## src/rtl/pipeline_hazard_ctrl_pkg.sv

```systemverilog
// Shared types for the pipeline hazard controller: FSM states, forward selects
// and RV32I register-field positions.
package pipe_ctrl_pkg;
  localparam int REG_W   = 5;
  localparam int RD_LSB  = 7;
  localparam int RS1_LSB = 15;
  localparam int RS2_LSB = 20;

  typedef enum logic {RUN = 1'b0, MEM_WAIT = 1'b1} state_e;

  typedef enum logic [1:0] {
    FWD_RF = 2'b00,
    FWD_M  = 2'b01,
    FWD_W  = 2'b10
  } fwd_sel_e;

  function automatic logic [REG_W-1:0] reg_field(input logic [31:0] inst, input int lsb);
    return REG_W'(inst >> lsb);
  endfunction
endpackage

```

## src/rtl/pipeline_hazard_ctrl_if.sv

```systemverilog
// Stage-content inputs and stall/flush/forward controls of the hazard controller.
interface pipeline_hazard_ctrl_if;
  logic [31:0] inst_D, inst_E;
  logic        rd_en_E, reg_wr_E, br_taken_E, jump_E;
  logic [4:0]  rd_M, rd_W;
  logic        reg_wr_M, reg_wr_W;
  logic        dmem_req_M, dmem_ack;
  logic        stall_F, stall_D, stall_E, stall_M;
  logic        flush_D, flush_E;
  logic [1:0]  fwd_a_E, fwd_b_E;
  logic        mem_err;

  modport slave (
    input  inst_D, inst_E, rd_en_E, reg_wr_E, br_taken_E, jump_E,
           rd_M, reg_wr_M, rd_W, reg_wr_W, dmem_req_M, dmem_ack,
    output stall_F, stall_D, stall_E, stall_M, flush_D, flush_E,
           fwd_a_E, fwd_b_E, mem_err
  );

  modport master (
    output inst_D, inst_E, rd_en_E, reg_wr_E, br_taken_E, jump_E,
           rd_M, reg_wr_M, rd_W, reg_wr_W, dmem_req_M, dmem_ack,
    input  stall_F, stall_D, stall_E, stall_M, flush_D, flush_E,
           fwd_a_E, fwd_b_E, mem_err
  );
endinterface

```

## src/rtl/pipeline_hazard_ctrl_fwd_unit.sv

```systemverilog
// Operand forward select for one execute-stage source register; M beats W, x0 never forwards.
module fwd_unit
  import pipe_ctrl_pkg::*;
(
  input  logic [REG_W-1:0] rs_i,
  input  logic [REG_W-1:0] rd_m_i,
  input  logic             wr_m_i,
  input  logic [REG_W-1:0] rd_w_i,
  input  logic             wr_w_i,
  output fwd_sel_e         sel_o
);
  always_comb begin
    sel_o = FWD_RF;
    if (wr_m_i && (rd_m_i != '0) && (rd_m_i == rs_i))      sel_o = FWD_M;
    else if (wr_w_i && (rd_w_i != '0) && (rd_w_i == rs_i)) sel_o = FWD_W;
  end
endmodule

```

## src/rtl/pipeline_hazard_ctrl.sv

```systemverilog
// Hazard/sequencing controller for the 5-stage RV32I pipeline: load-use, branch flush,
// forwarding and memory-wait FSM with timeout. Optional perf counters under PIPE_PERF_CNT_EN.
module pipeline_hazard_ctrl
  import pipe_ctrl_pkg::*;
#(
  parameter int MEM_TIMEOUT = 255
) (
  input  logic clk,
  input  logic rst_n,
  pipeline_hazard_ctrl_if.slave bus
`ifdef PIPE_PERF_CNT_EN
  ,
  output logic [31:0] perf_stall,
  output logic [31:0] perf_flush,
  output logic [31:0] perf_timeout
`endif
);
  localparam logic [7:0] WAIT_LAST = 8'(MEM_TIMEOUT - 1);

  state_e     state_q, state_d;
  logic [7:0] wait_cnt_q, wait_cnt_d;
  logic       mem_err_q;
  logic       to_hit;
  logic       stall_all, stall_fd, flush_d, flush_e;
  logic       load_use;

  logic [REG_W-1:0] rs1_d, rs2_d, rd_e;
  logic [1:0][REG_W-1:0] rs_e;
  fwd_sel_e [1:0] fwd_sel;

  assign rs1_d   = reg_field(bus.inst_D, RS1_LSB);
  assign rs2_d   = reg_field(bus.inst_D, RS2_LSB);
  assign rd_e    = reg_field(bus.inst_E, RD_LSB);
  assign rs_e[0] = reg_field(bus.inst_E, RS1_LSB);
  assign rs_e[1] = reg_field(bus.inst_E, RS2_LSB);

  assign load_use = bus.rd_en_E && bus.reg_wr_E && (rd_e != '0) &&
                    ((rd_e == rs1_d) || (rd_e == rs2_d));

  always_comb begin
    state_d    = state_q;
    wait_cnt_d = wait_cnt_q;
    to_hit     = 1'b0;
    stall_all  = 1'b0;
    stall_fd   = 1'b0;
    flush_d    = 1'b0;
    flush_e    = 1'b0;
    case (state_q)
      RUN: begin
        wait_cnt_d = '0;
        // Wrong-path decode makes load-use moot, so redirect outranks it.
        if (bus.dmem_req_M && !bus.dmem_ack) begin
          stall_all = 1'b1;
          state_d   = MEM_WAIT;
        end else if (bus.br_taken_E || bus.jump_E) begin
          flush_d = 1'b1;
          flush_e = 1'b1;
        end else if (load_use) begin
          stall_fd = 1'b1;
          flush_e  = 1'b1;
        end
      end
      MEM_WAIT: begin
        stall_all = 1'b1;
        if (bus.dmem_ack) begin
          state_d    = RUN;
          wait_cnt_d = '0;
        end else if (wait_cnt_q == WAIT_LAST) begin
          state_d    = RUN;
          wait_cnt_d = '0;
          to_hit     = 1'b1;
        end else begin
          wait_cnt_d = wait_cnt_q + 8'd1;
        end
      end
      default: state_d = RUN;
    endcase
  end

  always_ff @(posedge clk or negedge rst_n) begin
    if (!rst_n) begin
      state_q    <= RUN;
      wait_cnt_q <= '0;
      mem_err_q  <= 1'b0;
    end else begin
      state_q    <= state_d;
      wait_cnt_q <= wait_cnt_d;
      mem_err_q  <= mem_err_q | to_hit;
    end
  end

  assign bus.stall_F = stall_all | stall_fd;
  assign bus.stall_D = stall_all | stall_fd;
  assign bus.stall_E = stall_all;
  assign bus.stall_M = stall_all;
  assign bus.flush_D = flush_d;
  assign bus.flush_E = flush_e;
  assign bus.mem_err = mem_err_q;

  for (genvar g = 0; g < 2; g++) begin : g_fwd
    fwd_unit u_fwd (
      .rs_i   (rs_e[g]),
      .rd_m_i (bus.rd_M),
      .wr_m_i (bus.reg_wr_M),
      .rd_w_i (bus.rd_W),
      .wr_w_i (bus.reg_wr_W),
      .sel_o  (fwd_sel[g])
    );
  end

  assign bus.fwd_a_E = fwd_sel[0];
  assign bus.fwd_b_E = fwd_sel[1];

`ifdef PIPE_PERF_CNT_EN
  logic [31:0] stall_cycles_q, flush_events_q, timeout_events_q;

  always_ff @(posedge clk or negedge rst_n) begin
    if (!rst_n) begin
      stall_cycles_q   <= '0;
      flush_events_q   <= '0;
      timeout_events_q <= '0;
    end else begin
      if ((state_q == MEM_WAIT) || stall_fd) stall_cycles_q <= stall_cycles_q + 32'd1;
      if (flush_d || flush_e)                flush_events_q <= flush_events_q + 32'd1;
      if (to_hit)                            timeout_events_q <= timeout_events_q + 32'd1;
    end
  end

  assign perf_stall   = stall_cycles_q;
  assign perf_flush   = flush_events_q;
  assign perf_timeout = timeout_events_q;
`endif
endmodule
```

## src/flat_wrapper.sv

```systemverilog
// flat-port wrapper written by rule: the top's interface ports become plain ports
module pipeline_hazard_ctrl_flat import pipe_ctrl_pkg::*;
#(
  parameter int MEM_TIMEOUT = 255
)
  (clk, rst_n, bus_inst_D, bus_inst_E, bus_rd_en_E, bus_reg_wr_E, bus_br_taken_E, bus_jump_E, bus_rd_M, bus_reg_wr_M, bus_rd_W, bus_reg_wr_W, bus_dmem_req_M, bus_dmem_ack, bus_stall_F, bus_stall_D, bus_stall_E, bus_stall_M, bus_flush_D, bus_flush_E, bus_fwd_a_E, bus_fwd_b_E, bus_mem_err);
  pipeline_hazard_ctrl_if bus_i ();
  input  logic clk;
  input  logic rst_n;
  input wire logic [$bits(bus_i.inst_D)-1:0] bus_inst_D;
  input wire logic [$bits(bus_i.inst_E)-1:0] bus_inst_E;
  input wire logic [$bits(bus_i.rd_en_E)-1:0] bus_rd_en_E;
  input wire logic [$bits(bus_i.reg_wr_E)-1:0] bus_reg_wr_E;
  input wire logic [$bits(bus_i.br_taken_E)-1:0] bus_br_taken_E;
  input wire logic [$bits(bus_i.jump_E)-1:0] bus_jump_E;
  input wire logic [$bits(bus_i.rd_M)-1:0] bus_rd_M;
  input wire logic [$bits(bus_i.reg_wr_M)-1:0] bus_reg_wr_M;
  input wire logic [$bits(bus_i.rd_W)-1:0] bus_rd_W;
  input wire logic [$bits(bus_i.reg_wr_W)-1:0] bus_reg_wr_W;
  input wire logic [$bits(bus_i.dmem_req_M)-1:0] bus_dmem_req_M;
  input wire logic [$bits(bus_i.dmem_ack)-1:0] bus_dmem_ack;
  output wire logic [$bits(bus_i.stall_F)-1:0] bus_stall_F;
  output wire logic [$bits(bus_i.stall_D)-1:0] bus_stall_D;
  output wire logic [$bits(bus_i.stall_E)-1:0] bus_stall_E;
  output wire logic [$bits(bus_i.stall_M)-1:0] bus_stall_M;
  output wire logic [$bits(bus_i.flush_D)-1:0] bus_flush_D;
  output wire logic [$bits(bus_i.flush_E)-1:0] bus_flush_E;
  output wire logic [$bits(bus_i.fwd_a_E)-1:0] bus_fwd_a_E;
  output wire logic [$bits(bus_i.fwd_b_E)-1:0] bus_fwd_b_E;
  output wire logic [$bits(bus_i.mem_err)-1:0] bus_mem_err;
  assign bus_i.inst_D = bus_inst_D;
  assign bus_i.inst_E = bus_inst_E;
  assign bus_i.rd_en_E = bus_rd_en_E;
  assign bus_i.reg_wr_E = bus_reg_wr_E;
  assign bus_i.br_taken_E = bus_br_taken_E;
  assign bus_i.jump_E = bus_jump_E;
  assign bus_i.rd_M = bus_rd_M;
  assign bus_i.reg_wr_M = bus_reg_wr_M;
  assign bus_i.rd_W = bus_rd_W;
  assign bus_i.reg_wr_W = bus_reg_wr_W;
  assign bus_i.dmem_req_M = bus_dmem_req_M;
  assign bus_i.dmem_ack = bus_dmem_ack;
  assign bus_stall_F = bus_i.stall_F;
  assign bus_stall_D = bus_i.stall_D;
  assign bus_stall_E = bus_i.stall_E;
  assign bus_stall_M = bus_i.stall_M;
  assign bus_flush_D = bus_i.flush_D;
  assign bus_flush_E = bus_i.flush_E;
  assign bus_fwd_a_E = bus_i.fwd_a_E;
  assign bus_fwd_b_E = bus_i.fwd_b_E;
  assign bus_mem_err = bus_i.mem_err;
  pipeline_hazard_ctrl #(.MEM_TIMEOUT(MEM_TIMEOUT)) u_core (.clk(clk), .rst_n(rst_n), .bus(bus_i));
endmodule
```

## config.mk

```make
export PLATFORM = sky130hd
export DESIGN_NAME = pipeline_hazard_ctrl_flat
export DESIGN_NICKNAME = d
export VERILOG_FILES = /design/src/rtl/pipeline_hazard_ctrl_pkg.sv /design/src/rtl/pipeline_hazard_ctrl_if.sv /design/src/rtl/pipeline_hazard_ctrl_fwd_unit.sv /design/src/rtl/pipeline_hazard_ctrl.sv /design/src/flat_wrapper.sv
export SDC_FILE = /design/constraint.sdc
export NUM_CORES = 1
export LEC_CHECK = 0
export ABC_AREA = 1
export BUFFER_PORTS_ARGS = -buffer_cell sky130_fd_sc_hd__buf_2
export CORE_ASPECT_RATIO = 0.7
export CORE_MARGIN = 8
export CORE_UTILIZATION = 34
export CTS_BUF_LIST = sky130_fd_sc_hd__clkbuf_8
export DETAILED_ROUTE_END_ITERATION = 10
export PLACE_DENSITY = 0.78
export RECOVER_POWER = 50
export SYNTH_ARGS = -nofsm -noshare
export SYNTH_HDL_FRONTEND = slang
export SYNTH_SLANG_ARGS = --single-unit
```

## constraint.sdc

```tcl
create_clock -name clk -period 1 [get_ports clk]
set_input_delay 0.2 -clock clk [delete_from_list [all_inputs] [get_ports clk]]
set_output_delay 0.2 -clock clk [all_outputs]
set_load 0.02 [all_outputs]
```

After elaboration in Yosys (flattened, before gate mapping)
Index checks and enable logic that the tools add are counted.
- bits in registers: 10
- bits in latches: 0
- bits in writable memories: 0
- bits in read-only memories: 0
- input bits: 84
- output and inout bits: 11
- logic and storage cells: 55
- memories: 0
- add/subtract/negate cells: 1
- $mul: 0
- divide/modulo/power cells: 0
- magnitude comparators: 0
- equal/unequal tests: 7
- shifts and indexed selects: 0
- muxes and demuxes: 25
- bitwise operators: 3
- reduce and logical (&&, ||, !) cells: 16
- operators with widths (operator ; count):
    $eq A5 B5 Y1 ; 6
    $mux W1 ; 16
    $mux W8 ; 2
    $pmux W8 S2 ; 1
    $reduce_bool A5 Y1 ; 3
    $logic_and A1 B1 Y1 ; 10
    $add A8 B1 Y8 const B ; 1
    $eq A8 B8 Y1 const B ; 1
    $mux W2 ; 4
    $pmux W1 S2 ; 2
    $logic_or A1 B1 Y1 ; 2
    $or A1 B1 Y1 ; 2
    $logic_not A1 Y1 ; 1
    $not A1 Y1 ; 1

Longest topological paths before layout
- depth in word-level cells: 8
- depth in mapped cells: 9
- depth with buffers taken out: 8

By module
Synthesis repeated with hierarchy kept, for this count alone.
- cells, all modules: 207
- area total of the unflattened synthesis: 1158.6 µm²
- by module, submodules not included (module ; instances ; cells each ; area each (µm²) ; sequential area each (µm²)):
    pipeline_hazard_ctrl ; 1 ; 107 ; 730.7 ; 250.2
    fwd_unit ; 2 ; 50 ; 214.0 ; 0.0

Worst setup path before layout
Ideal clock, no wire load.
- path type: reg-to-output
- start point: register u_core.state_q
- end point: output port bus_flush_E
- arrival time: 1.161 ns
- required time: 0.800 ns
- setup slack: -0.361 ns
- stages on the path, launching flop included: 4
- buffers on the path: 0
- cells stage by stage: dfrtp_1 -> nor2_1 -> inv_1 -> o21ai_0
- word-level cells in the longest chain between the ends: 1
- ends and longest elaborated chain (element ; line ; text):
    start: declaration ; pipeline_hazard_ctrl.sv:20 ; state_e state_q, state_d;
    start signal: assignment ; pipeline_hazard_ctrl.sv:86 ; state_q <= state_d;
    $mux W1 ; pipeline_hazard_ctrl.sv:48 ; case (state_q)
    end: declaration ; flat_wrapper.sv:27 ; output wire logic [$bits(bus_i.flush_E)-1:0] bus_flush_E;
No other way between the ends.

Final worst setup path
Ends and elaborated chain as after synthesis.

==> impl_metrics.env <==
export IMPL_status="finished with violations"
export IMPL_violations="negative setup slack"
export IMPL_synth_largest_type_area_fraction_pct=24.7
export IMPL_clock_insertion_delay_worst_skew_ps=230
export IMPL_initial_core_util_pct=35.9
export IMPL_worst_slew_pin_transition_ps=524
export IMPL_core_area_um2=2820
export IMPL_final_fill_count=234
export IMPL_drt_vias_per_instance=4.54
export IMPL_placement_io_buffers=55
export IMPL_final_wirelength_um=3290
export IMPL_hp_start="bus_dmem_ack"
export IMPL_place_detailed_instances=247
export IMPL_routed_wl_met3_um=203
export IMPL_final_core_util_pct=67.1
export IMPL_grt_first_pass_wirelength_um=5170
export IMPL_commonest_cells_after_routing_fill_and_taps_aside="sky130_fd_sc_hd__buf_6 (27), sky130_fd_sc_hd__nand2_1 (25), sky130_fd_sc_hd__buf_2 (19)"
export IMPL_io_pins=95
export IMPL_setup_ws_ps=-288
export IMPL_min_path_type="in -> reg"
export IMPL_grt_pass1_vias=1227
export IMPL_timing_setup_critical_path_class="reg -> out"
export IMPL_grt_setup_unrepaired="yes"
export IMPL_powerDensity_nw_per_um2=784
export IMPL_cells_after_synth=149
export IMPL_synth_area_top_cells="sky130_fd_sc_hd__dfrtp_1 (25%), sky130_fd_sc_hd__xnor2_1 (13%), sky130_fd_sc_hd__nand2_1 (11%)"
export IMPL_die_area_um2=5020
export IMPL_crit_path_start_kind="register"
export IMPL_met1Wirelength_um=1290
export IMPL_n_antenna_cell=0
export IMPL_drt_pass1_iterations=4
export IMPL_postSynthRegisterBits=10
export IMPL_critPathMaxFanout=4
export IMPL_highest_layer="met4"
export IMPL_synth_nets=235
export IMPL_antenna_violating_nets_post_route=0
export IMPL_hold_path_depth=4
export IMPL_detailroute_via_count=1144
export IMPL_r2r_cells=5
export IMPL_met2_length_um=1770
export IMPL_multi_input_area_um2=866
export IMPL_clk_path_buf_depth=2
export IMPL_worstPathArrival_ps=1090
export IMPL_finalNonFillerCells=252
export IMPL_static_leakage_nw=0.921
export IMPL_timing_critical_path_to_type="output pin"
export IMPL_yosysWarnings=0
export IMPL_sequential_element_share_of_the_synthesized_area_pct=24.7
export IMPL_finalClockSkew_ps=2.77
export IMPL_cap_viol_max_count=0
export IMPL_number_of_antenna_violations_at_the_first_check_in_global_routing=0
export IMPL_routedWlPerCell_um=13.1
export IMPL_timing_slew_headroom_pct=65.1
export IMPL_end_point_of_the_worst_hold_path="u_core.bus.mem_err"
export IMPL_clk_pin_slew_ps=40
export IMPL_rr_startpoint="u_core.wait_cnt_q[0]"
export IMPL_worst_ep_required_time_ps=800
export IMPL_ctsRootBufferMaster="sky130_fd_sc_hd__clkbuf_8"
export IMPL_final_net_count=304
export IMPL_ys_types=22
export IMPL_seqCellArea_um2=250
export IMPL_finalWorstPathRequiredPeriod_ps=1290
export IMPL_die_w_um=81.3
export IMPL_global_route_overflow_total=0
export IMPL_cts_sinks=10
export IMPL_worstReg2RegEnd="u_core.state_q"
export IMPL_cts_htree_levels=1
export IMPL_timing_final_hold_violations=0
export IMPL_layout_area_overhead_vs_synth_pct=86.7
export IMPL_groute_usage_overall_pct=12.9
export IMPL_final_max_slew_viol_count=0
export IMPL_fin_crit_sh_pct=129
export IMPL_final_common_cell="sky130_fd_sc_hd__buf_6"
export IMPL_vdd_ir_drop_worst_v=0.000438
export IMPL_yosys_area_top_type="sky130_fd_sc_hd__dfrtp_1"
export IMPL_timing_setup_tns_ps=-3880
export IMPL_dp_final_hpwl_um=2390
export IMPL_route_detailed_drc=0
export IMPL_dr_first_iter_drc_count=48
export IMPL_synth_area_per_cell_um2=6.81
export IMPL_fp_row_count=16
export IMPL_grt_max_degree=11
export IMPL_setup_reg_to_reg_worst_slack_ps=-200
export IMPL_fmax_ghz=0.776
export IMPL_die_height_um=61.7
export IMPL_cts_made_buffers=3
export IMPL_finalWeightedCongestion=0.793
export IMPL_post_route_cells_drive_above_1_share_pct=54.2
export IMPL_synth_cell_area_um2=1010
export IMPL_count_of_endpoints_failing_setup_in_the_final_report=20
export IMPL_tritoncts_clock_tree="yes"
## critical path: stages (launching register included)
cell                      delay, ps
sky130_fd_sc_hd__dfrtp_1        410
sky130_fd_sc_hd__nor2_4         140
sky130_fd_sc_hd__inv_4           70
sky130_fd_sc_hd__o21ai_4        120
sky130_fd_sc_hd__buf_6          130
## state kept, by name, summed over array words and instances, names as in the netlist
register,cells
u_core.state_q,1
u_core.wait_cnt_q,8
u_core.bus.mem_err,1
## per-stage QoR
step | hold slack (ps) | power (mW) | setup WS (ps) | cell area, um2
global placement | 70.2 | 0.893 | -334 | 1480
floorplan | -95.6 | 0.704 | -91.4 | 1110
finish | 303 | 1.48 | -288 | 1890
CTS | 279 | 1.43 | -307 | 1760
detailed placement | 68.1 | 0.901 | -382 | 1480
global route | 318 | 1.58 | -347 | 1890
## synth_stat cells (all sizes together)
library cell	count
inv	23
nand4	6
xnor2	15
ha	2
a21oi	1
nand3	8
o21ai	4
dfrtp	10
nor3	4
buf	2
nor3b	4
nor2	28
o21bai	1
xor2	9
nand2	32
## routing by layer
| layer | up-vias | GRT usage (%) |
|---|---|---|
| met5 | - | 0 |
| met4 | 0 | 2.78 |
| met3 | 4 | 3.59 |
| met2 | 37 | 24.5 |
| met1 | 505 | 14.0 |
| li1 | 598 | - |
## logic make-up after synthesis
kind of cell	after synthesis	synth area share (%)
compound gates	6	3.21
xor+xnor	24	20.7
fa+ha+maj	2	2.47
buf+inv	25	9.99
flops	10	24.7
simple gates	82	39.0
## power by group
| part | internal [mW] | switching, mW | total [mW] |
|---|---|---|---|
| registers | 0.417 | 0.0117 | 0.429 |
| logic | 0.346 | 0.316 | 0.662 |
| clock network | 0.261 | 0.132 | 0.393 |
## layout make-up
class / instances / area share [%]
well taps: 36 / 2.38
multi-input cells: 114 / 45.7
flip-flops and latches: 10 / 13.2
repair buffers: 66 / 31.3
clock buffers: 3 / 2.18
inverters: 23 / 5.22
## worst max-delay path by stage
stage | from | to
2_1_floorplan | bus_inst_D[20] | bus_stall_F
3_3_place_gp | bus_inst_E[17] | bus_fwd_a_E[1]
3_5_place_dp | bus_inst_E[17] | bus_fwd_a_E[1]
4_1_cts | u_core.state_q | bus_flush_E
5_1_grt | u_core.state_q | bus_flush_E
6_report | u_core.state_q | bus_flush_E
## what timing repair did
item                                   CTS  global route
resized for setup                       55            35
hold buffers                             1             0
endpoints found under the hold margin   10             0
setup buffers                            0             1
setup endpoints to repair               20            20
pin swaps                               22            26
gates cloned                             0             0
Power figures use the tool's default switching activity.
